File: src/rtl/cpu4_seq_pkg.sv
`default_nettype none
// ============================================================================
// Module      : cpu4_seq_pkg
// Description : Shared state encoding and opcode constants for the sequencer.
// Revision    : 1.0 - initial release
// ============================================================================
package cpu4_seq_pkg;

    typedef enum logic [2:0] {
        S_IDLE   = 3'd0,
        S_FETCH  = 3'd1,
        S_EXEC   = 3'd2,
        S_WAIT   = 3'd3,
        S_HALTED = 3'd4
    } state_t;

    localparam logic [3:0] OP_SETLC = 4'hC;
    localparam logic [3:0] OP_LOOP  = 4'hD;
    localparam logic [3:0] OP_JMP   = 4'hE;
    localparam logic [3:0] OP_HALT  = 4'hF;

    localparam logic [7:0] c_RESET_WORD = 8'hF0;

endpackage
`default_nettype wire

File: src/rtl/cpu4_prog_mem.sv
`default_nettype none
// ============================================================================
// Module      : cpu4_prog_mem
// Description : 16x8 program store, synchronous write, asynchronous read.
// Revision    : 1.0 - initial release
// ============================================================================
module cpu4_prog_mem
    import cpu4_seq_pkg::*;
(
    input  logic       clk,
    input  logic       rst,
    input  logic       we,
    input  logic [3:0] waddr,
    input  logic [7:0] wdata,
    input  logic [3:0] raddr,
    output logic [7:0] rdata
);

    logic [7:0] r_mem [16];

    // Every word resets to HALT so an unloaded program stops immediately.
    always_ff @(posedge clk or posedge rst) begin
        if (rst) begin
            for (int i = 0; i < 16; i++) begin
                r_mem[i] <= c_RESET_WORD;
            end
        end else if (we) begin
            r_mem[waddr] <= wdata;
        end
    end

    assign rdata = r_mem[raddr];

endmodule
`default_nettype wire

File: src/rtl/cpu4_program_sequencer.sv
`default_nettype none
// ============================================================================
// Module      : cpu4_program_sequencer
// Description : Fetches program words, issues datapath ops, runs control ops.
// Revision    : 1.0 - initial release
// ============================================================================
module cpu4_program_sequencer
    import cpu4_seq_pkg::*;
#(
    parameter int TIMEOUT_CYCLES = 255,
    parameter int WD_W           = 8
) (
    input  logic       clk,
    input  logic       rst,
    input  logic       prog_we,
    input  logic [3:0] prog_addr,
    input  logic [7:0] prog_data,
    input  logic       start,
    input  logic       resume,
    input  logic       abort,
    input  logic       single,
    input  logic       cpu_done,
    output logic       cpu_issue,
    output logic [3:0] cpu_opcode,
    output logic [3:0] cpu_operand,
    output logic [3:0] pc,
    output logic       busy,
    output logic       halted,
    output logic       error
);

    localparam logic [WD_W-1:0] c_TIMEOUT = WD_W'(TIMEOUT_CYCLES);

    state_t            r_state;
    logic [3:0]        r_pc;
    logic [3:0]        r_lc;
    logic [7:0]        r_ir;
    logic [WD_W-1:0]   r_wd;
    logic              r_error;

    logic [7:0]        w_mem_word;
    logic              w_we;
    logic [3:0]        w_op;
    logic [3:0]        w_arg;
    logic [WD_W-1:0]   w_wd_next;

    assign w_we      = prog_we && (r_state == S_IDLE || r_state == S_HALTED);
    assign w_op      = r_ir[7:4];
    assign w_arg     = r_ir[3:0];
    assign w_wd_next = r_wd + 1'b1;

    cpu4_prog_mem u_mem (
        .clk   (clk),
        .rst   (rst),
        .we    (w_we),
        .waddr (prog_addr),
        .wdata (prog_data),
        .raddr (r_pc),
        .rdata (w_mem_word)
    );

    always_ff @(posedge clk or posedge rst) begin
        if (rst) begin
            r_state <= S_IDLE;
            r_pc    <= 4'd0;
            r_lc    <= 4'd0;
            r_ir    <= c_RESET_WORD;
            r_wd    <= '0;
            r_error <= 1'b0;
        end else if (abort) begin
            r_state <= S_IDLE;
        end else begin
            case (r_state)
                S_IDLE: begin
                    if (start) begin
                        r_pc    <= 4'd0;
                        r_error <= 1'b0;
                        r_state <= S_FETCH;
                    end else if (resume) begin
                        r_state <= S_FETCH;
                    end
                end
                S_FETCH: begin
                    r_ir    <= w_mem_word;
                    r_state <= S_EXEC;
                end
                S_EXEC: begin
                    case (w_op)
                        OP_SETLC: begin
                            r_lc    <= w_arg;
                            r_pc    <= r_pc + 4'd1;
                            r_state <= S_FETCH;
                        end
                        OP_LOOP: begin
                            if (r_lc != 4'd0) begin
                                r_lc <= r_lc - 4'd1;
                                r_pc <= w_arg;
                            end else begin
                                r_pc <= r_pc + 4'd1;
                            end
                            r_state <= S_FETCH;
                        end
                        OP_JMP: begin
                            r_pc    <= w_arg;
                            r_state <= S_FETCH;
                        end
                        OP_HALT: begin
                            r_state <= S_HALTED;
                        end
                        default: begin
                            r_wd    <= '0;
                            r_state <= S_WAIT;
                        end
                    endcase
                end
                S_WAIT: begin
                    // A done arriving on the timeout cycle still completes normally.
                    if (cpu_done) begin
                        r_pc    <= r_pc + 4'd1;
                        r_state <= single ? S_IDLE : S_FETCH;
                    end else begin
                        r_wd <= w_wd_next;
                        if (w_wd_next == c_TIMEOUT) begin
                            r_error <= 1'b1;
                            r_state <= S_HALTED;
                        end
                    end
                end
                S_HALTED: begin
                    if (start) begin
                        r_pc    <= 4'd0;
                        r_error <= 1'b0;
                        r_state <= S_FETCH;
                    end
                end
                default: r_state <= S_IDLE;
            endcase
        end
    end

    // Core-facing outputs decode from registered state and ir only.
    assign cpu_issue   = (r_state == S_EXEC) && (w_op < OP_SETLC);
    assign cpu_opcode  = w_op;
    assign cpu_operand = w_arg;
    assign pc          = r_pc;
    assign busy        = (r_state == S_FETCH) || (r_state == S_EXEC) || (r_state == S_WAIT);
    assign halted      = (r_state == S_HALTED);
    assign error       = r_error;

endmodule
`default_nettype wire
File: config.mk
export PLATFORM = sky130hd
export DESIGN_NAME = cpu4_program_sequencer
export DESIGN_NICKNAME = d
export VERILOG_FILES = /design/src/rtl/cpu4_seq_pkg.sv /design/src/rtl/cpu4_prog_mem.sv /design/src/rtl/cpu4_program_sequencer.sv
export SDC_FILE = /design/constraint.sdc
export NUM_CORES = 1
export LEC_CHECK = 0
export ABC_AREA = 1
export CAP_MARGIN = 0
export CORE_MARGIN = 2
export CORE_UTILIZATION = 42
export DETAILED_ROUTE_END_ITERATION = 16
export GPL_TIMING_DRIVEN = 0
export PLACE_DENSITY = 0.62
export SYNTH_ARGS = -nofsm -noshare
export SYNTH_HDL_FRONTEND = slang
export SYNTH_SLANG_ARGS = --single-unit
File: constraint.sdc
create_clock -name clk -period 4.85 [get_ports clk]
set_input_delay 0.97 -clock clk [delete_from_list [all_inputs] [get_ports clk]]
set_output_delay 0.97 -clock clk [all_outputs]
set_load 0.1 [all_outputs]
==> results of run 1 <==
-- area by class of cell --
class / instances / area, um^2 / area share
flip-flops and latches: 156 / 3990 / 0.456
inverters: 48 / 184 / 0.0210
multi-input cells: 671 / 3090 / 0.353
plain buffers: 50 / 213 / 0.0243
repair buffers: 37 / 400 / 0.0458
clock inverters: 12 / 139 / 0.0159
well taps: 225 / 282 / 0.0322
clock buffers: 20 / 447 / 0.0511
-- path summary, 6_finish.rpt --
| kind | slack (ns) | depth (start not counted) | startpoint | to |
|---|---|---|---|---|
| hold / removal | 0.48 | 2 | u_mem.r_mem[75] | u_mem.r_mem[75] |
| setup / recovery | 1.38 | 5 | r_state[1] | cpu_issue |
| min in group asynchronous | 1.04 | 2 | rst | r_wd[3] |
| setup reg to reg | 2.64 | 9 | pc[0] | r_ir[0] |
| hold reg to reg | 0.48 | 2 | u_mem.r_mem[75] | u_mem.r_mem[75] |
| max in group asynchronous | 3.07 | 3 | rst | u_mem.r_mem[84] |
-- worst register-to-register path: stages (launching register included) --
cell	delay, ns
dfrtp_1	0.47
inv_1	0.10
buf_2	0.25
clkbuf_1	0.49
nor2_1	0.08
o211ai_1	0.30
nand3_1	0.21
nand2_1	0.13
nand2_1	0.06
nand2_1	0.06
-- stage by stage --
stage,utilization,hold WS [ns],cells
2_1_floorplan,-,0.448,925
3_3_place_gp,0.466,0.460,1184
3_5_place_dp,0.470,0.468,1187
4_1_cts,0.504,0.482,1219
5_1_grt,0.504,0.500,1219
6_report,0.504,0.480,1219
-- flip-flops by register name, indices dropped and copies added (netlist names) --
signal / count
r_lc: 4
r_state: 3
u_mem.r_mem: 128
pc: 4
r_wd: 8
r_ir: 8
error: 1
-- per-layer routing --
| layer | GRT usage | part of all wire | vias up |
|---|---|---|---|
| met3 | 0.0442 | 0.053 | 44 |
| met1 | 0.345 | 0.46 | 3172 |
| met4 | 0.0813 | 0.026 | 0 |
| met5 | 0 | 0 | - |
| li1 | - | - | 3180 |
| met2 | 0.390 | 0.46 | 208 |
-- cell usage after synthesis, drive strengths merged (5+ instances only) --
cell | instances | area share
o211ai | 33 | 0.033
dfstp | 68 | 0.24
dfrtp | 88 | 0.29
inv | 46 | 0.023
clkbuf | 31 | 0.016
nor2 | 134 | 0.071
o22ai | 5 | 0.0042
buf | 19 | 0.013
nor3 | 5 | 0.0040
o21ai | 210 | 0.14
nand2 | 227 | 0.11
nand3 | 35 | 0.023
-- kinds of logic (layout without fill, tap and decap cells) --
logic type / after synthesis / after routing / share of synthesized area
AOI/OAI and AO/OA: 257 / 257 / 0.185
xor gates and xnor gates: 4 / 4 / 0.00469
adders and majority gates: 4 / 4 / 0.00670
buffers and inverters: 98 / 167 / 0.0526
DFF: 156 / 156 / 0.534
and+or+nand+nor: 406 / 406 / 0.217
-- where the power goes --
part	internal [mW]	leakage, nW	switching (mW)	total (mW)
clock	0.776	0.273	0.564	1.34
sequential	2.02	1.83	0.352	2.37
combinational	0.758	1.66	1.75	2.51
total	3.56	3.76	2.67	6.22
-- cell usage in the layout (no fill, tap or decap), drive strengths merged --
cell type and count:
nand2 227, o21ai 210, nor2 134, dfrtp 88, dfstp 68, clkbuf 51
inv 47, nand3 35, clkdlybuf4s50 34, o211ai 33, buf 22, clkinv 6
o22ai 5, clkinvlp 5, nor3 5, nand4 4, xor2 4, a21oi 4
ha 4, a31oi 3, bufinv 2, a22oi 1, a21boi 1, or2 1
==> run summary, run 1 <==
DETAILED ROUTING
--------------------------------------------------------------------------------------
Number of nets with antenna violations after routing                                 0
Avg WL per Cell                                                                17.7 um
Count of TritonRoute iterations in the first routing pass                            5
Via-per-instance ratio                                                            5.42
Total routed wirelength                                                       21600 um
Total via count after detailed routing                                            6604
Count of unresolved DRC violations after routing                                     0
DR iter-0 viols                                                                    597

FLOORPLAN
--------------------------------------------------------------------------------------
Core Rows                                                                           48
Height of the die                                                               137 um
Num ports                                                                           36
Horizontal extent of the die                                                    137 um
Core area                                                                   17400 um^2
Overall die area                                                            18900 um^2
Starting density of the core                                                     0.430

GLOBAL ROUTE
--------------------------------------------------------------------------------------
Largest net degree at the start of global routing                                   43
Antenna violations before repair                                                     0
Vias in the first global route                                                    6395
First-pass GRT wire length                                                    35000 um
Gr ovfl total                                                                        0
Total global routing track utilization                                           0.247

WORST SETUP PATH
--------------------------------------------------------------------------------------
Crit start category                                                          flip-flop
Cell breakdown of the critical path                                       inv_1 -> nor2_1 -> nand2_1 -> nor2_2 -> clkdlybuf4s50_1
Critical path's slowest cell                                              clkdlybuf4s50_1
Crit path required time                                                        3.88 ns
Top cell family by delay on the critical path                             buffers and inverters
Signal arrival time at the worst endpoint                                      2.50 ns
Critical Path Max Stage Delay                                                  1.16 ns
CP Capture Type                                                           primary output
Biggest fanout along the worst timing path                                           4
Buffering stage count on the worst path with inverters included                      2
Crit Path Class                                                           flip-flop to primary output

YOSYS
--------------------------------------------------------------------------------------
Mapped cell area                                                             7470 um^2
Syn nets                                                                           949
Count of flip-flops with a built-in enable after synthesis                           0
Number of warnings printed during yosys synthesis                                    0
Async set-reset flop share out of synthesis                                       1.00
Post-Synthesis Cells                                                               925
Most used flip-flop cell after synthesis                                       dfrtp_1
Total of flip-flops plus latches after synthesis                                   156
Number of distinct standard cells referenced by the synthesized netlist             28
Post-synthesis sequential area ratio                                             0.534
Post-synthesis area per instance                                             8.08 um^2

STA
--------------------------------------------------------------------------------------
Final sum of negative setup slack                                                 0 ns
Number of endpoints failing setup at the final stage                                 0
Final-report max-slew violation count                                                0
Highest achievable clock rate                                                0.288 GHz
Hold Fails Final Rpt                                                                 0
Setup Skew                                                                   0.0101 ns
Worst-margin pin slew                                                         0.976 ns
RSZ-0062 raised after global routing                                             false
Max-slew headroom at the worst pin                                               0.347
Final critical-path share of the clock period                                    0.716
Worst path setup slack after routing                                           1.38 ns
Minimum period implied by the final worst setup slack                          3.47 ns

CLOCK TREE
--------------------------------------------------------------------------------------
Clock Pin Slew Worst Setup and Hold Paths                                      0.06 ns
Worst skew pair latency                                                        0.43 ns
TritonCTS clock tree                                                              done
Post-CTS setup buffers                                                               0
Number of levels in the clock H-tree                                                 4
Post-CTS resize count                                                                0
Root buf cell                                                                clkbuf_16
CTS Buffer Depth                                                                     2
Number of buffers inserted during clock tree synthesis                              17
Count of hold-fix buffers inserted at cts                                            0
Sink count of the clock tree                                                       156

FINAL LAYOUT
--------------------------------------------------------------------------------------
Number of nets in the layout                                                      1005
Count of antenna diodes in the layout                                                0
Cell area after layout                                                       8740 um^2
Area growth from synthesis to final layout                                       17.0%
Fraction of final layout cells sized beyond drive strength 1                     0.131
Count of fill cells added during filler insertion                                 1733

WORST HOLD PATH
--------------------------------------------------------------------------------------
Kind of path behind the tightest hold check                               flip-flop to flip-flop

PWR
--------------------------------------------------------------------------------------
Power per Cell Area                                                        712 nW/um^2
VDD IR-drop max                                                             0.000433 V
Leakage                                                                        3.76 nW
Total power draw                                                               6.22 mW

PLACEMENT
--------------------------------------------------------------------------------------
Placement-stage worst setup slack                                              1.83 ns
DP Wirelength                                                                 15300 um
Area post-placement                                                          8160 um^2
Buffers on Ports                                                                    34
Final GP Congestion                                                              0.918

FLOW RUN
--------------------------------------------------------------------------------------
Maxcap violations                                                                    0

STATUS
--------------------------------------------------------------------------------------
Outcome                                                                   finished clean

No activity file was read; power rests on OpenSTA's default activity.
==> run 2: changes to the inputs <==
--- a/config.mk
+++ b/config.mk
@@ -11,7 +11,7 @@
 export CORE_UTILIZATION = 42
 export DETAILED_ROUTE_END_ITERATION = 16
 export GPL_TIMING_DRIVEN = 0
-export PLACE_DENSITY = 0.62
+export PLACE_DENSITY = 0.6
 export SYNTH_ARGS = -nofsm -noshare
 export SYNTH_HDL_FRONTEND = slang
 export SYNTH_SLANG_ARGS = --single-unit
==> constraint.sdc (replaced) <==
create_clock -name clk -period 3.4 [get_ports clk]
set_input_delay 0.68 -clock clk [delete_from_list [all_inputs] [get_ports clk]]
set_output_delay 0.68 -clock clk [all_outputs]
set_load 0.1 [all_outputs]
==> run 2 against run 1 <==
Setup slack worse by 1.2 ns. Hold slack hardly changed. Sequential power is 43% higher. Clock skew is 0.00069 ns lower. Combinational power is 44% higher. Sequential cell count stayed put. Die area stayed put. Non-clock buffer count is 1 higher. Count of clock-buffer cells in the layout is 5 higher. Register-to-register slack worse by 1.5 ns. Largest power group unchanged. Highest routed layer unchanged.
==> run summary, run 2 (synthesized netlist as in run 1, its figures left out) <==
DETAILED ROUTING
------------------------------------------------------------------------------
Met2 wire length                                                      10300 um   +3.8%
DR iter-0 viols                                                            519   -13%
Highest metal layer with signal wires                                     met4
Total routed wirelength                                               22100 um   +2.4%
Count of unresolved DRC violations after routing                             0   unchanged
Number of nets with antenna violations after routing                         0   unchanged
Avg WL per Cell                                                        18.1 um   +2.3%
Met3 WL                                                                1070 um   -5.8%
Post-Route M1 WL                                                      10200 um   +1.7%
Via-per-instance ratio                                                    5.41   about the same
Total via count after detailed routing                                    6603   -0.015%
Count of TritonRoute iterations in the first routing pass                    5   unchanged

STA
------------------------------------------------------------------------------
Setup Skew                                                          0.00942 ns   -0.000694 ns
Number of endpoints failing setup at the final stage                         0   unchanged
Highest achievable clock rate                                        0.313 GHz
Final-report max-slew violation count                                        0   unchanged
Final critical-path share of the clock period                            0.940
Minimum period implied by the final worst setup slack                  3.20 ns
Worst-margin pin slew                                                 0.971 ns   -0.00513 ns
Final sum of negative setup slack                                         0 ns   unchanged
Max-slew headroom at the worst pin                                       0.351   +0.00343
Hold Fails Final Rpt                                                         0   unchanged
RSZ-0062 raised after global routing                                     false

FINAL LAYOUT
------------------------------------------------------------------------------
Max FFs per register                                                       128   unchanged
Number of nets in the layout                                              1006   +0.10%
Fraction of final layout cells sized beyond drive strength 1             0.132   +0.000874
Final instance count without filler cells                                 1220   +0.082%
Count of antenna diodes in the layout                                        0   unchanged
Count of fill cells added during filler insertion                         1748   +0.87%
Highest-count cells in the layout ignoring fill and taps          nand2_1, o21ai_0, nor2_1
Biggest regs                                                      u_mem.r_mem: 128 flops, r_ir: 8 flops, r_wd: 8 flops
Most common cell after layout, fill and taps aside                     nand2_1
Register with the most flip-flops                                  u_mem.r_mem
Area growth from synthesis to final layout                               17.5%

CLOCK TREE
------------------------------------------------------------------------------
Worst skew pair latency                                                0.43 ns   about the same
Root buf cell                                                        clkbuf_16
Clock Pin Slew Worst Setup and Hold Paths                              0.06 ns   about the same
Count of hold-fix buffers inserted at cts                                    0   unchanged
Post-CTS setup buffers                                                       0   unchanged
Sink count of the clock tree                                               156   unchanged
CTS Buffer Depth                                                             2   unchanged
Number of buffers inserted during clock tree synthesis                      17   unchanged
TritonCTS clock tree                                                      done
Post-CTS resize count                                                        0   unchanged
Number of levels in the clock H-tree                                         4   unchanged

GLOBAL ROUTE
------------------------------------------------------------------------------
Vias in the first global route                                            6404   +0.14%
Total global routing track utilization                                   0.253   +0.00614
Antenna violations before repair                                             0   unchanged
Gr ovfl total                                                                0   unchanged
First-pass GRT wire length                                            35700 um   +2.0%
Largest net degree at the start of global routing                           43   unchanged

WORST SETUP PATH
------------------------------------------------------------------------------
Cell breakdown of the critical path                               nor2_1 -> nand2_1 -> nor2_2 -> clkdlybuf4s50_1
Top cell family by delay on the critical path                     buffers and inverters
Signal arrival time at the worst endpoint                              2.52 ns   +0.02 ns
Buffering stage count on the worst path with inverters included              1   -1
Crit start category                                                  flip-flop
Biggest fanout along the worst timing path                                   4   unchanged
Crit Path Class                                                   flip-flop to primary output
Crit path required time                                                2.72 ns   -1.16 ns
CP Capture Type                                                   primary output
Critical path's slowest cell                                      clkdlybuf4s50_1
Critical Path Max Stage Delay                                          1.16 ns   about the same

PWR
------------------------------------------------------------------------------
Total power draw                                                       8.93 mW   +43%
Leakage                                                                3.79 nW   +0.85%
VDD IR-drop max                                                     0.000704 V   +63%
Power per Cell Area                                               1020 nW/um^2   +43%

FLOORPLAN
------------------------------------------------------------------------------
Horizontal extent of the die                                            137 um   unchanged
Starting density of the core                                             0.430   unchanged
Height of the die                                                       137 um   unchanged
Core area                                                           17400 um^2   unchanged
Overall die area                                                    18900 um^2   unchanged
Num ports                                                                   36   unchanged
Core Rows                                                                   48   unchanged

FLOW RUN
------------------------------------------------------------------------------
Maxcap violations                                                            0   unchanged

PLACEMENT
------------------------------------------------------------------------------
Buffers on Ports                                                            34   unchanged
DP Wirelength                                                         15700 um   +2.6%
Placed cell count                                                         1188   +0.084%
Final GP Congestion                                                      0.910   -0.89%

STATUS
------------------------------------------------------------------------------
Outcome                                                           finished clean

WORST HOLD PATH
------------------------------------------------------------------------------
Kind of path behind the tightest hold check                       flip-flop to flip-flop

-- run 2: changes by cell type in the layout (fill, tap and decap cells not counted), sizes merged --
cell,delta
clkbuf,+5
clkinvlp,-3
clkinv,-2
buf,+1
bufinv,-1
inv,+1
-- run 2: metrics by stage --
step | util | hold slack [ns] | instance area, um^2 | worst slack (ns)
after CTS | 0.506 | 0.483 | 8780 | 0.188
final | 0.506 | 0.480 | 8780 | 0.204
after global placement | 0.466 | 0.458 | 8100 | -0.628
after global routing | 0.506 | 0.495 | 8780 | 0.0692
after floorplan | - | 0.448 | 7470 | 0.803
after detailed placement | 0.471 | 0.469 | 8180 | 0.655
-- run 2: layer usage --
layer	global-route usage	vias to the layer above
li1	-	3177
met5	0	-
met3	0.0430	37
met4	0.0997	0
met1	0.344	3210
met2	0.404	179
-- run 2: cell type report --
class,count,area [um^2],share of cell area
clock inverter,7,75.1,0.00855
tap,225,282,0.0321
buffer,50,213,0.0242
sequential,156,3990,0.454
multi-input combinational,671,3090,0.352
inverter,48,184,0.0210
clock buffer,25,527,0.0600
timing repair buffer,38,420,0.0479
-- run 2: power breakdown --
group / internal, mW / leakage [nW] / switching [mW]
clock network: 1.16 / 0.296 / 0.775
logic: 1.09 / 1.67 / 2.53
registers: 2.88 / 1.83 / 0.497
total: 5.12 / 3.79 / 3.80
-- run 2: final timing paths --
| kind | from | endpoint | slack (ns) | cells after the start |
|---|---|---|---|---|
| worst max-delay path | r_state[2] | cpu_issue | 0.20 | 4 |
| worst max register to register | pc[0] | r_ir[0] | 1.10 | 9 |
| min in group asynchronous | rst | u_mem.r_mem[48] | 0.67 | 2 |
| max in group asynchronous | rst | u_mem.r_mem[101] | 1.80 | 4 |
| worst min register to register | u_mem.r_mem[83] | u_mem.r_mem[83] | 0.48 | 2 |
| worst min-delay path | u_mem.r_mem[83] | u_mem.r_mem[83] | 0.48 | 2 |
-- run 2: worst reg2reg max path: cells and delay by family (launching register included) --
kind	cells	cell delay (ns)
AO/OA/AOI/OAI	1	0.35
AND/OR/NAND/NOR	5	0.54
flip-flops	1	0.49
buffers and inverters	3	0.86
==> run 3: changes to the inputs <==
==> constraint.sdc (replaced) <==
create_clock -name clk -period 3.47 [get_ports clk]
set_input_delay 0.8675 -clock clk [delete_from_list [all_inputs] [get_ports clk]]
set_output_delay 0.8675 -clock clk [all_outputs]
set_load 0.1 [all_outputs]
==> run 3 against run 2 <==
Count of clock-buffer cells in the layout did not move. Combinational power fell by 2%. Via count unchanged. Largest cell class unchanged. Largest power group unchanged. Highest routed layer unchanged. Sequential power down 2%. Power shrank 2.0%. Critical endpoint is now halted.
==> run summary, run 3 (synthesized netlist as in run 1, its figures left out) <==
STATUS
------------------------------------------------------------------------------
Outcome                                                           finished clean

GLOBAL ROUTE
------------------------------------------------------------------------------
Largest net degree at the start of global routing                           43   unchanged
Antenna violations before repair                                             0   unchanged
Total global routing track utilization                                   0.253   unchanged
Gr ovfl total                                                                0   unchanged
Vias in the first global route                                            6404   unchanged
First-pass GRT wire length                                            35700 um   unchanged

FLOORPLAN
------------------------------------------------------------------------------
Starting density of the core                                             0.430   unchanged
Core Rows                                                                   48   unchanged
Height of the die                                                       137 um   unchanged
Num ports                                                                   36   unchanged
Core area                                                           17400 um^2   unchanged
Horizontal extent of the die                                            137 um   unchanged
Overall die area                                                    18900 um^2   unchanged

WORST SETUP PATH
------------------------------------------------------------------------------
Crit start category                                                  flip-flop
R2R Path Start                                                           pc[0]
Critical Path Max Stage Delay                                          1.15 ns   about the same
Buffering stage count on the worst path with inverters included              2   +1
Biggest fanout along the worst timing path                                   6   +2
Cell breakdown of the critical path                               inv_1 -> nand2_1 -> nor2_1 -> clkdlybuf4s50_1
Top cell family by delay on the critical path                     buffers and inverters
Crit Path Class                                                   flip-flop to primary output
CP Capture Type                                                   primary output
Signal arrival time at the worst endpoint                              2.40 ns   -0.12 ns
Depth of the worst register-to-register path                                 9   unchanged
Terminus of the critical flop-to-flop path                             r_ir[0]
Critical path's slowest cell                                      clkdlybuf4s50_1
Worst R2R Setup Slack                                                  1.17 ns   +0.07 ns
Crit path required time                                                2.60 ns   -0.12 ns

CLOCK TREE
------------------------------------------------------------------------------
Clock Pin Slew Worst Setup and Hold Paths                              0.06 ns   about the same
Post-CTS resize count                                                        0   unchanged
Sink count of the clock tree                                               156   unchanged
TritonCTS clock tree                                                      done
Number of levels in the clock H-tree                                         4   unchanged
CTS Buffer Depth                                                             2   unchanged
Post-CTS setup buffers                                                       0   unchanged
Number of buffers inserted during clock tree synthesis                      17   unchanged
Worst skew pair latency                                                0.43 ns   about the same
Count of hold-fix buffers inserted at cts                                    0   unchanged
Root buf cell                                                        clkbuf_16

STA
------------------------------------------------------------------------------
Worst hold slack after final layout                                   0.480 ns   unchanged
Final sum of negative setup slack                                         0 ns   unchanged
Worst-margin pin slew                                                 0.971 ns   unchanged
Final-report max-slew violation count                                        0   unchanged
Highest achievable clock rate                                        0.306 GHz
RSZ-0062 raised after global routing                                     false
Final critical-path share of the clock period                            0.943
Max-slew headroom at the worst pin                                       0.351   unchanged
Number of endpoints failing setup at the final stage                         0   unchanged
Worst path setup slack after routing                                  0.198 ns   -0.00597 ns
Hold Fails Final Rpt                                                         0   unchanged
Setup Skew                                                          0.00942 ns   unchanged
Minimum period implied by the final worst setup slack                  3.27 ns

PWR
------------------------------------------------------------------------------
Leakage                                                                3.81 nW   +0.44%
VDD IR-drop max                                                     0.000690 V   -2.0%
Power per Cell Area                                                996 nW/um^2   -2.0%
Total power draw                                                       8.75 mW   -2.0%

FINAL LAYOUT
------------------------------------------------------------------------------
Most common cell after layout, fill and taps aside                     nand2_1
Final instance count without filler cells                                 1220   unchanged
Area growth from synthesis to final layout                               17.5%   about the same
Highest-count cells in the layout ignoring fill and taps          nand2_1, o21ai_0, nor2_1
Layout Utilization                                                       0.506   about the same
Register with the most flip-flops                                  u_mem.r_mem
Max FFs per register                                                       128   unchanged
Fraction of final layout cells sized beyond drive strength 1             0.132   unchanged
Biggest regs                                                      u_mem.r_mem: 128 flops, r_ir: 8 flops, r_wd: 8 flops
Cell area after layout                                               8780 um^2   about the same
Count of antenna diodes in the layout                                        0   unchanged
Number of nets in the layout                                              1006   unchanged

WORST HOLD PATH
------------------------------------------------------------------------------
Destination of the worst hold path                                u_mem.r_mem[83]
Worst hold path depth                                                        2   unchanged
Hold path startpoint                                              u_mem.r_mem[83]
Kind of path behind the tightest hold check                       flip-flop to flip-flop

PLACEMENT
------------------------------------------------------------------------------
Placed cell count                                                         1188   unchanged
Buffers on Ports                                                            34   unchanged
Area post-placement                                                  8180 um^2   unchanged
Final GP Congestion                                                      0.910   unchanged
Placement-stage worst setup slack                                     0.537 ns   -0.117 ns
DP Wirelength                                                         15700 um   unchanged

DETAILED ROUTING
------------------------------------------------------------------------------
Number of nets with antenna violations after routing                         0   unchanged
Count of TritonRoute iterations in the first routing pass                    5   unchanged
DR iter-0 viols                                                            519   unchanged
Total via count after detailed routing                                    6603   unchanged
Avg WL per Cell                                                        18.1 um   about the same
Via-per-instance ratio                                                    5.41   unchanged
Total routed wirelength                                               22100 um   about the same
Count of unresolved DRC violations after routing                             0   unchanged

FLOW RUN
------------------------------------------------------------------------------
Maxcap violations                                                            0   unchanged

## run 3: metal layers
metal | GRT usage | routed length (um) | share of wire | up-vias
met5 | 0 | 0 | 0 | -
met4 | 0.0997 | 599 | 0.027 | 0
met3 | 0.0430 | 1080 | 0.049 | 37
met2 | 0.404 | 10300 | 0.47 | 179
met1 | 0.344 | 10200 | 0.46 | 3210
li1 | - | - | - | 3177
## run 3: worst max path at each step
stage | start | endpoint | cells after the start
3_3_place_gp | rst | u_mem.r_mem[88] | 2
5_1_grt | r_state[0] | halted | 4
3_5_place_dp | r_state[1] | cpu_issue | 5
6_report | r_state[0] | halted | 4
2_1_floorplan | rst | error | 1
4_1_cts | r_state[2] | cpu_issue | 4
## run 3: report_power, final
part / switching, mW / total (mW) / internal [mW]
clock network: 0.760 / 1.89 / 1.13
logic: 2.48 / 3.54 / 1.06
registers: 0.487 / 3.31 / 2.83
## run 3: area by class of cell
type,instances,area [um^2]
inverter,48,184
fill,1749,8580
multi-input combinational,671,3090
tap,225,282
buffer,50,213
clock inverter,7,75.1
clock buffer,25,527
sequential,156,3990
timing repair buffer,38,423
## run 3: worst register-to-register path, stage by stage, from the launching register on
cell,delay (ns)
dfrtp_1,0.49
inv_1,0.11
buf_2,0.25
clkbuf_1,0.50
nor2_1,0.09
o211ai_1,0.35
nand3_1,0.22
nand2_1,0.12
nand2_1,0.05
nand2_1,0.06
